[config.mk]
export PLATFORM = sky130hd
export DESIGN_NAME = bk_kbd_buffer_flat
export DESIGN_NICKNAME = d
export VERILOG_FILES = /design/src/rtl/bk_kbd_buffer_if.sv /design/src/rtl/bk_kbd_buffer.sv /design/src/flat_wrapper.sv
export SDC_FILE = /design/constraint.sdc
export NUM_CORES = 1
export LEC_CHECK = 0
export BUFFER_PORTS_ARGS = -buffer_cell sky130_fd_sc_hd__buf_2
export CAP_MARGIN = 20
export CORE_ASPECT_RATIO = 0.8
export CORE_MARGIN = 2
export CORE_UTILIZATION = 60
export CTS_CLUSTER_SIZE = 30
export DETAILED_ROUTE_END_ITERATION = 8
export HOLD_SLACK_MARGIN = 0.12
export PLACE_DENSITY_LB_ADDON = 0.05
export SYNTH_ARGS = -nofsm -noshare
export SYNTH_HDL_FRONTEND = slang
export SYNTH_SLANG_ARGS = --single-unit
export TNS_END_PERCENT = 5
[constraint.sdc]
create_clock -name i_m_clock -period 3.87 [get_ports i_m_clock]
set_input_delay 0.1935 -clock i_m_clock [delete_from_list [all_inputs] [get_ports i_m_clock]]
set_output_delay 0.1935 -clock i_m_clock [all_outputs]
set_load 0.005 [all_outputs]
[src/rtl/bk_kbd_buffer_if.sv]
// bk_kbd_buffer_if
//   Groups the key-decoder strobes, the CPU read decode and the register-side outputs of the
//   keyboard buffer into one bundle.
//   master : drives key_strobe/key_make/key_code/key_ar2/read_kbd, observes the outputs
//   slave  : the buffer itself (bk_kbd_buffer)
//   Signals
//     key_strobe    one-clock pulse: key event valid
//     key_make      1=press, 0=release (with strobe)
//     key_code[6:0] KOI-7 code of the event
//     key_ar2       AR2 modifier held (with strobe)
//     read_kbd      CPU is reading the keyboard data register (level)
//     kbd_data[7:0] {1'b0, code} of the current head
//     kbd_available FIFO non-empty
//     kbd_ar2       AR2 flag of the entry shown on kbd_data
//     keydown       a key is held
//     overflow      one-ce-cycle pulse when a push was dropped
interface bk_kbd_buffer_if;
   logic       key_strobe;
   logic       key_make;
   logic [6:0] key_code;
   logic       key_ar2;
   logic       read_kbd;
   logic [7:0] kbd_data;
   logic       kbd_available;
   logic       kbd_ar2;
   logic       keydown;
   logic       overflow;

   modport master (
      output key_strobe,
      output key_make,
      output key_code,
      output key_ar2,
      output read_kbd,
      input  kbd_data,
      input  kbd_available,
      input  kbd_ar2,
      input  keydown,
      input  overflow
   );

   modport slave (
      input  key_strobe,
      input  key_make,
      input  key_code,
      input  key_ar2,
      input  read_kbd,
      output kbd_data,
      output kbd_available,
      output kbd_ar2,
      output keydown,
      output overflow
   );
endinterface

[src/rtl/bk_kbd_buffer.sv]
// bk_kbd_buffer
//   Keyboard-side provider for the CPU keyboard registers 0177660/0177662. Key events from the
//   decoder are latched into a one-deep pending register, consumed on the next ce cycle and
//   queued in a small FIFO. The FIFO head is presented as kbd_data/kbd_available/kbd_ar2 and
//   is popped on the trailing edge of the CPU read. A held key generates typematic repeats.
//   Ports
//     i_m_clock   system clock, all state on posedge
//     i_p_reset   synchronous active-high reset
//     i_ce        clock enable for FIFO, pop and repeat logic (pending capture ignores it)
//     bus         bk_kbd_buffer_if.slave: key strobes, read decode and register outputs
module bk_kbd_buffer #(
   parameter int unsigned DEPTH        = 8,
   parameter int unsigned REPEAT_DELAY = 8000,
   parameter int unsigned REPEAT_RATE  = 1000
) (
   input logic            i_m_clock,
   input logic            i_p_reset,
   input logic            i_ce,
   bk_kbd_buffer_if.slave bus
);

   localparam int unsigned AW     = $clog2(DEPTH);
   localparam int unsigned RepMax = (REPEAT_DELAY > REPEAT_RATE) ? REPEAT_DELAY : REPEAT_RATE;
   localparam int unsigned CntW   = $clog2(RepMax + 1);
   localparam bit          RepEn  = (REPEAT_DELAY != 0);

   // pending event from the decoder
   logic            r_pend_valid;
   logic            r_pend_make;
   logic [6:0]      r_pend_code;
   logic            r_pend_ar2;

   // FIFO: entries are {ar2, code}
   logic [7:0]      r_mem [DEPTH];
   logic [AW:0]     r_wr_ptr;
   logic [AW:0]     r_rd_ptr;

   // held key / typematic state
   logic [6:0]      r_held_code;
   logic            r_held_ar2;
   logic            r_keydown;
   logic [CntW-1:0] r_rep_cnt;

   // CPU side
   logic            r_read_q;
   logic [6:0]      r_kbd_code;
   logic            r_kbd_ar2;
   logic            r_kbd_avail;
   logic            r_overflow;

   logic            w_empty;
   logic            w_full;
   logic            w_make;
   logic            w_brk_match;
   logic            w_rep_fire;
   logic            w_push;
   logic            w_push_ok;
   logic            w_pop;
   logic            w_overflow;
   logic [7:0]      w_push_data;
   logic [AW-1:0]   w_wr_idx;
   logic [AW-1:0]   w_rd_idx;

   always_comb begin
      w_wr_idx    = r_wr_ptr[AW-1:0];
      w_rd_idx    = r_rd_ptr[AW-1:0];
      w_empty     = (r_wr_ptr == r_rd_ptr);
      w_full      = (r_wr_ptr[AW] != r_rd_ptr[AW]) && (w_wr_idx == w_rd_idx);
      w_make      = i_ce & r_pend_valid & r_pend_make;
      w_brk_match = i_ce & r_pend_valid & ~r_pend_make & (r_pend_code == r_held_code);
      // a matching release stops the repeat in the very cycle it is consumed
      w_rep_fire  = RepEn & i_ce & r_keydown & ~w_make & ~w_brk_match
                    & (r_rep_cnt == CntW'(1));
      w_push      = w_make | w_rep_fire;
      w_push_data = w_make ? {r_pend_ar2, r_pend_code} : {r_held_ar2, r_held_code};
      // trailing edge of the CPU read, so data stays stable for the whole bus cycle
      w_pop       = i_ce & r_read_q & ~bus.read_kbd & ~w_empty;
      w_push_ok   = w_push & (~w_full | w_pop);
      w_overflow  = w_push & w_full & ~w_pop;
   end

   // pending capture runs every clock; ce only governs consumption
   always_ff @(posedge i_m_clock) begin
      if (i_p_reset) begin
         r_pend_valid <= 1'b0;
         r_pend_make  <= 1'b0;
         r_pend_code  <= '0;
         r_pend_ar2   <= 1'b0;
      end else if (bus.key_strobe) begin
         r_pend_valid <= 1'b1;
         r_pend_make  <= bus.key_make;
         r_pend_code  <= bus.key_code;
         r_pend_ar2   <= bus.key_ar2;
      end else if (i_ce) begin
         r_pend_valid <= 1'b0;
      end
   end

   always_ff @(posedge i_m_clock) begin
      if (!i_p_reset && w_push_ok) begin
         r_mem[w_wr_idx] <= w_push_data;
      end
   end

   always_ff @(posedge i_m_clock) begin
      if (i_p_reset) begin
         r_wr_ptr    <= '0;
         r_rd_ptr    <= '0;
         r_held_code <= '0;
         r_held_ar2  <= 1'b0;
         r_keydown   <= 1'b0;
         r_rep_cnt   <= '0;
         r_read_q    <= 1'b0;
         r_kbd_code  <= '0;
         r_kbd_ar2   <= 1'b0;
         r_kbd_avail <= 1'b0;
         r_overflow  <= 1'b0;
      end else if (i_ce) begin
         r_read_q   <= bus.read_kbd;
         r_overflow <= w_overflow;

         if (w_push_ok) begin
            r_wr_ptr <= r_wr_ptr + 1'b1;
         end
         if (w_pop) begin
            r_rd_ptr <= r_rd_ptr + 1'b1;
         end

         // Output registers track the head one ce cycle behind; the head only changes on a
         // push into empty or a pop, so refreshing every cycle is equivalent. When empty the
         // last shown value is kept.
         r_kbd_avail <= ~w_empty;
         if (!w_empty) begin
            {r_kbd_ar2, r_kbd_code} <= r_mem[w_rd_idx];
         end

         if (w_make) begin
            r_held_code <= r_pend_code;
            r_held_ar2  <= r_pend_ar2;
            r_keydown   <= 1'b1;
            r_rep_cnt   <= CntW'(REPEAT_DELAY);
         end else if (w_brk_match) begin
            r_keydown <= 1'b0;
            r_rep_cnt <= '0;
         end else if (RepEn && r_keydown) begin
            if (r_rep_cnt == CntW'(1)) begin
               r_rep_cnt <= CntW'(REPEAT_RATE);
            end else begin
               r_rep_cnt <= r_rep_cnt - 1'b1;
            end
         end
      end
   end

   assign bus.kbd_data      = {1'b0, r_kbd_code};
   assign bus.kbd_available = r_kbd_avail;
   assign bus.kbd_ar2       = r_kbd_ar2;
   assign bus.keydown       = r_keydown;
   assign bus.overflow      = r_overflow;

endmodule

[src/flat_wrapper.sv]
// flat-port wrapper written by rule: the top's interface ports become plain ports
module bk_kbd_buffer_flat 
#(
   parameter int unsigned DEPTH        = 8,
   parameter int unsigned REPEAT_DELAY = 8000,
   parameter int unsigned REPEAT_RATE  = 1000
)
  (i_m_clock, i_p_reset, i_ce, bus_key_strobe, bus_key_make, bus_key_code, bus_key_ar2, bus_read_kbd, bus_kbd_data, bus_kbd_available, bus_kbd_ar2, bus_keydown, bus_overflow);
  bk_kbd_buffer_if bus_i ();
  input logic i_m_clock;
  input logic i_p_reset;
  input logic i_ce;
  input wire logic [$bits(bus_i.key_strobe)-1:0] bus_key_strobe;
  input wire logic [$bits(bus_i.key_make)-1:0] bus_key_make;
  input wire logic [$bits(bus_i.key_code)-1:0] bus_key_code;
  input wire logic [$bits(bus_i.key_ar2)-1:0] bus_key_ar2;
  input wire logic [$bits(bus_i.read_kbd)-1:0] bus_read_kbd;
  output wire logic [$bits(bus_i.kbd_data)-1:0] bus_kbd_data;
  output wire logic [$bits(bus_i.kbd_available)-1:0] bus_kbd_available;
  output wire logic [$bits(bus_i.kbd_ar2)-1:0] bus_kbd_ar2;
  output wire logic [$bits(bus_i.keydown)-1:0] bus_keydown;
  output wire logic [$bits(bus_i.overflow)-1:0] bus_overflow;
  assign bus_i.key_strobe = bus_key_strobe;
  assign bus_i.key_make = bus_key_make;
  assign bus_i.key_code = bus_key_code;
  assign bus_i.key_ar2 = bus_key_ar2;
  assign bus_i.read_kbd = bus_read_kbd;
  assign bus_kbd_data = bus_i.kbd_data;
  assign bus_kbd_available = bus_i.kbd_available;
  assign bus_kbd_ar2 = bus_i.kbd_ar2;
  assign bus_keydown = bus_i.keydown;
  assign bus_overflow = bus_i.overflow;
  bk_kbd_buffer #(.DEPTH(DEPTH), .REPEAT_DELAY(REPEAT_DELAY), .REPEAT_RATE(REPEAT_RATE)) u_core (.i_m_clock(i_m_clock), .i_p_reset(i_p_reset), .i_ce(i_ce), .bus(bus_i));
endmodule
; ---- Word level (Yosys, flattened, before mapping)
; Memories as Yosys holds them, arrays and structs flattened. A register that Yosys moved wholly into a read port is not among the register bits.
; Index checks and enable logic that the tools add are counted.
[totals]
register_bits = 43
ram_bits = 64
output_inout_bits = 12
elab_cells = 68
n_memories = 1
[op_classes]
addsub = 3
n_eq_ne = 5
mux = 11
n_bitwise = 23
reduce_logical = 12
[mem_list]
columns = memory, words, word_bits, read_ports, rd_ports_with_merged_regs, write_ports, line
row1 = u_core.r_mem, 8, 8, 1, 1, 1, bk_kbd_buffer.sv:34  ; logic [7:0] r_mem [DEPTH];
[op_table]
columns = op, n
row1 = 2-to-1 mux 13 bit, 4
row2 = bitwise AND 1 bit, 14
row3 = "== test 13 x 1 -> 1 bit, second input constant", 1
row4 = "subtractor 13 x 1 -> 13 bit, second input constant", 1
row5 = AND reduction 2 bit, 6
row6 = "adder 4 x 1 -> 4 bit, second input constant", 2
row7 = 2-to-1 mux 8 bit, 1
row8 = == test 7 bit, 1
row9 = inverter 1 bit, 7
row10 = 2-to-1 mux 1 bit, 6
row11 = == test 4 bit, 1
row12 = nonzero test 2 bit, 2
row13 = == test 3 bit, 1
row14 = nonzero test 3 bit, 1
row15 = logical AND 1 bit, 2
row16 = OR 1 bit, 2
row17 = zero test 1 bit, 1
row18 = inequality test 1 bit, 1

; ---- Logic depth before layout (Yosys ltp)
[logic_depth]
word_depth = 11
mapped_depth = 8
mapped_depth_nobuf = 7

; ---- Worst setup path after synthesis
; OpenSTA, ideal clock, no wires.
[synth_path]
kind = register to register
startpoint = register u_core.r_rep_cnt[0]
endpoint = memory u_core.r_mem[1][0], enable pin
arrival_ps = 2709
required_ps = 3475
setup_slack_ps = 766
path_stages_with_launch = 8
n_path_buf = 1
period_less_slack_ps = 3104
path_cell_list = dfxtp_1 -> ha_1 -> or3b_2 -> nor4_4 -> o22ai_2 -> or2_1 -> buf_6 -> nor4_1
[synth_via]
elab_chain_cells = 7
[synth_lines]
columns = item, line
row1 = from (decl), bk_kbd_buffer.sv:42  ; logic [CntW-1:0] r_rep_cnt;
row2 = from (signal assigned), bk_kbd_buffer.sv:141  ; r_rep_cnt <= CntW'(REPEAT_DELAY);
row3 = from (signal assigned), bk_kbd_buffer.sv:147  ; r_rep_cnt <= CntW'(REPEAT_RATE);
row4 = from (signal assigned), bk_kbd_buffer.sv:149  ; r_rep_cnt <= r_rep_cnt - 1'b1;
row5 = == test 13 x 1 -> 1 bit, bk_kbd_buffer.sv:73  ; & (r_rep_cnt == CntW'(1));
row6 = bitwise AND 1 bit, bk_kbd_buffer.sv:73
row7 = OR 1 bit, bk_kbd_buffer.sv:74  ; w_push = w_make | w_rep_fire;
row8 = bitwise AND 1 bit, bk_kbd_buffer.sv:78  ; w_push_ok = w_push & (~w_full | w_pop);
row9 = logical AND 1 bit, bk_kbd_buffer.sv:100  ; if (!i_p_reset && w_push_ok) begin
row10 = 2-to-1 mux 1 bit, bk_kbd_buffer.sv:100
row11 = 2-to-1 mux 1 bit (not written as such), bk_kbd_buffer.sv:101  ; r_mem[w_wr_idx] <= w_push_data;
row12 = to (decl), bk_kbd_buffer.sv:34
; Every way passes these cells.

; ---- Worst setup path in the final report
[layout_path]
startpoint = register u_core.r_rep_cnt[0]
endpoint = memory u_core.r_mem[1][4], enable pin
; Same word-level chain as after synthesis.

==> results.ini <==
[run_status]
outcome = completed

[clock_network]
cts_sinks = 115
clk-insertion-delay-late_ps = 500
cts_max_path_buffers = 2
path_clk_slew_ps = 50
cts_resized = 0
cts-root-buf = clkbuf_8
cts_tree = built
cts_buffers = 17
h-tree-depth = 4

[timing]
finalCritPeriodShare_pct = 73.88
tns_ps = 0
max_freq_mhz = 349.7
final_hold_viol_count = 0
worstMarginPinSlew_ps = 928.3
report.final.slew_viol_count = 0
rsz0062_at_grt = no
setup_viol = 0
relSlewSlack_pct = 38.11
period_needed_ps = 2859
skew_ps = 6.042

[floorplanning]
core_area_um2 = 7946
start_util_pct = 61.79
rows = 29
die_x_um = 105.1
pin_count = 26
dieArea_um2 = 8927
dieHeight_um = 84.91

[global_route]
grt_pass1_vias = 3197
gr-total-overflow = 0
grt_use_total_pct = 24.98
grt_max_degree = 54
grt_pass1_wl_um = 16680
antenna_found_initial = 0

[routing]
postRouteAntennaNets = 0
wl_per_cell_um = 18.51
via_count = 3213
drtPass1Iterations = 5
drc_errors = 0
vias_per_cell = 5.789
drt_iter0_markers = 247
wl_um = 10270

[synthesis]
ys_ff_latch = 115
yosys.cell_count.top_type = edfxtp_1
ys_seq_area_share_pct = 59.94
synthFlopType = edfxtp_1
synthMuxAreaShare_pct = 11.52
synthXorXnorAreaFrac_pct = 2.497
synth_top_family_by_area = simple AND/OR/NAND/NOR gates
yosys_warnings = 0
syn_area_um2 = 4910
synth_top_area_cell = edfxtp_1
synth_area_leaders = edfxtp_1 39%, dfxtp_1 21%, mux4_2 7.3%, mux2i_1 3.9%, nor2_1 3.1%
synth_nets = 413
syn_avg_cell_area_um2 = 12.43
yosysTopAreaCellShare_pct = 39.14
synth_enable_flop_cells = 64
synth_cells = 395
synth_fa_ha_area_share_pct = 1.019
synth_compound_area_share_pct = 6.346
async_reset_ff_share_pct = 0
synthSimpleGateAreaFrac_pct = 15.93
ys_types = 54
synth.top_cells.by_count = 64 x edfxtp_1, 51 x dfxtp_1, 41 x nor2_1

[layout]
diodes = 0
area_delta_synth_final_pct = 19.01
n_fill_cell = 535
fin_nets = 453
drive_gt1_share_pct = 19.91

[power]
p_per_area_nw_per_um2 = 505.3
total_power_mw = 2.952
p_leak_nw = 2.205
peakVddDrop_mv = 0.3075

[critical_path]
end_kind = flop
crit_family = simple AND/OR/NAND/NOR gates
cp.arrival_ps = 3070
crit_fanout = 10
cp_slowest_cell = or3b_2
critPathLaunchType = flop
worst-path-buf-inv = 1
criticalPathCategory = flop to flop
max_stage_delay_ps = 520
worstPathRequired_ps = 4080
cp_cell_sequence = ha_1 -> or3b_2 -> nor4_4 -> o22ai_2 -> or2_1 -> nor4_1 -> buf_4

[place]
numPortBuffers = 24
gp_congestion = 0.9023
dp_hpwl_um = 6405

[run]
cap_violations = 0

[worst_hold_path]
worst_hold_path_type = input pin to flop

## placed cells by master, fill, tap and decap left out, types with 3 or more instances in the layout
master         Yosys  routed
clkbuf_1          17       4
o21ai_0            5       5
xnor2_1            7       7
edfxtp_1          64      64
a211oi_1           9       9
nand3_1            7       7
dfxtp_1           51      51
clkbuf_16          0      16
ha_1               4       4
clkinv_2           0       3
bufinv_16          0       4
mux2i_1           19      19
xor2_1             7       7
mux4_2            16      16
nand2_1           33      33
nand2b_1           5       5
inv_1              5       5
buf_2              3      24
a21oi_1           18      18
nor2b_1           12      12
dlygate4sd3_1      0      12
nor3_1            13      13
nand3b_1           3       3
or4_1              3       3
buf_4              1      11
and3_1             3       3
nor4_1             7       7
nor2_1            41      41
## sequential cells by signal, indices dropped and copies added, names as in the netlist, 4 cells and up
| name | cells |
|---|---|
| u_core.r_pend_code | 7 |
| u_core.r_wr_ptr | 4 |
| u_core.r_rd_ptr | 4 |
| u_core.r_kbd_code | 7 |
| u_core.r_mem | 64 |
| u_core.r_rep_cnt | 13 |
| u_core.r_held_code | 7 |
## worst reg2reg max path: cells and delay by family (launching register included)
family | cells | cell delay [ps]
AOI/OAI and AO/OA | 1 | 170
adders and majority gates | 1 | 200
buffers and inverters | 1 | 230
DFF | 1 | 460
and+or+nand+nor | 4 | 1500
## stage by stage
stage	hold slack (ps)	instances	setup slack (ps)	util (%)	instance area [um2]
after floorplan	340.3	395	766.0	-	4910
after global placement	425.2	512	1106	64.62	5135
after detailed placement	437.4	512	1041	64.62	5135
after CTS	258.2	555	996.9	73.53	5843
after global routing	309.0	555	835.7	73.53	5843
final	287.2	555	1011	73.53	5843
## power breakdown
part	leakage [nW]	switching (mW)	total, mW	internal [mW]
registers	1.07	0.0116	1.30	1.29
clock network	0.282	0.516	1.55	1.04
logic	0.853	0.0537	0.0948	0.0411
total	2.21	0.582	2.95	2.37
## path summary, 6_finish.rpt
kind | cells past startpoint | start | slack, ps | to
setup / recovery | 7 | u_core.r_rep_cnt[0] | 1010 | u_core.r_mem[1][4]
setup reg to reg | 7 | u_core.r_rep_cnt[0] | 1010 | u_core.r_mem[1][4]
hold / removal | 4 | i_ce | 290 | u_core.r_pend_valid
hold reg to reg | 2 | u_core.bus.kbd_ar2 | 490 | u_core.bus.kbd_ar2
## layer usage
layer / wire [um] / global-route usage [%] / vias up
li1: - / - / 1544
met1: 4823 / 35.67 / 1550
met2: 4838 / 38.49 / 106
met3: 509 / 5.914 / 13
met4: 99 / 7.879 / 0
met5: 0 / 0 / -
## kinds of logic after synthesis
logic type | count (synthesis)
muxes | 36
adders and majority gates | 4
DFF | 115
other | 1
AOI/OAI and AO/OA | 47
xor gates and xnor gates | 14
and+or+nand+nor | 147
buffers and inverters | 31
## area by class of cell
class	instances	area, um2	share of cell area, %
flip-flops and latches	115	2943	50.36
multi-input cells	249	1836	31.41
clock buffers	21	429.2	7.345
repair buffers	47	322.8	5.525
clock inverters	10	158.9	2.719
well taps	108	135.1	2.313
inverters	5	18.77	0.3212
## what timing repair did
action,CTS,global route
hold buffers,12,0
setup buffers,0,0
hold endpoints to repair,11,0
setup endpoints to repair,0,0
(Power assumes the default switching activity.)
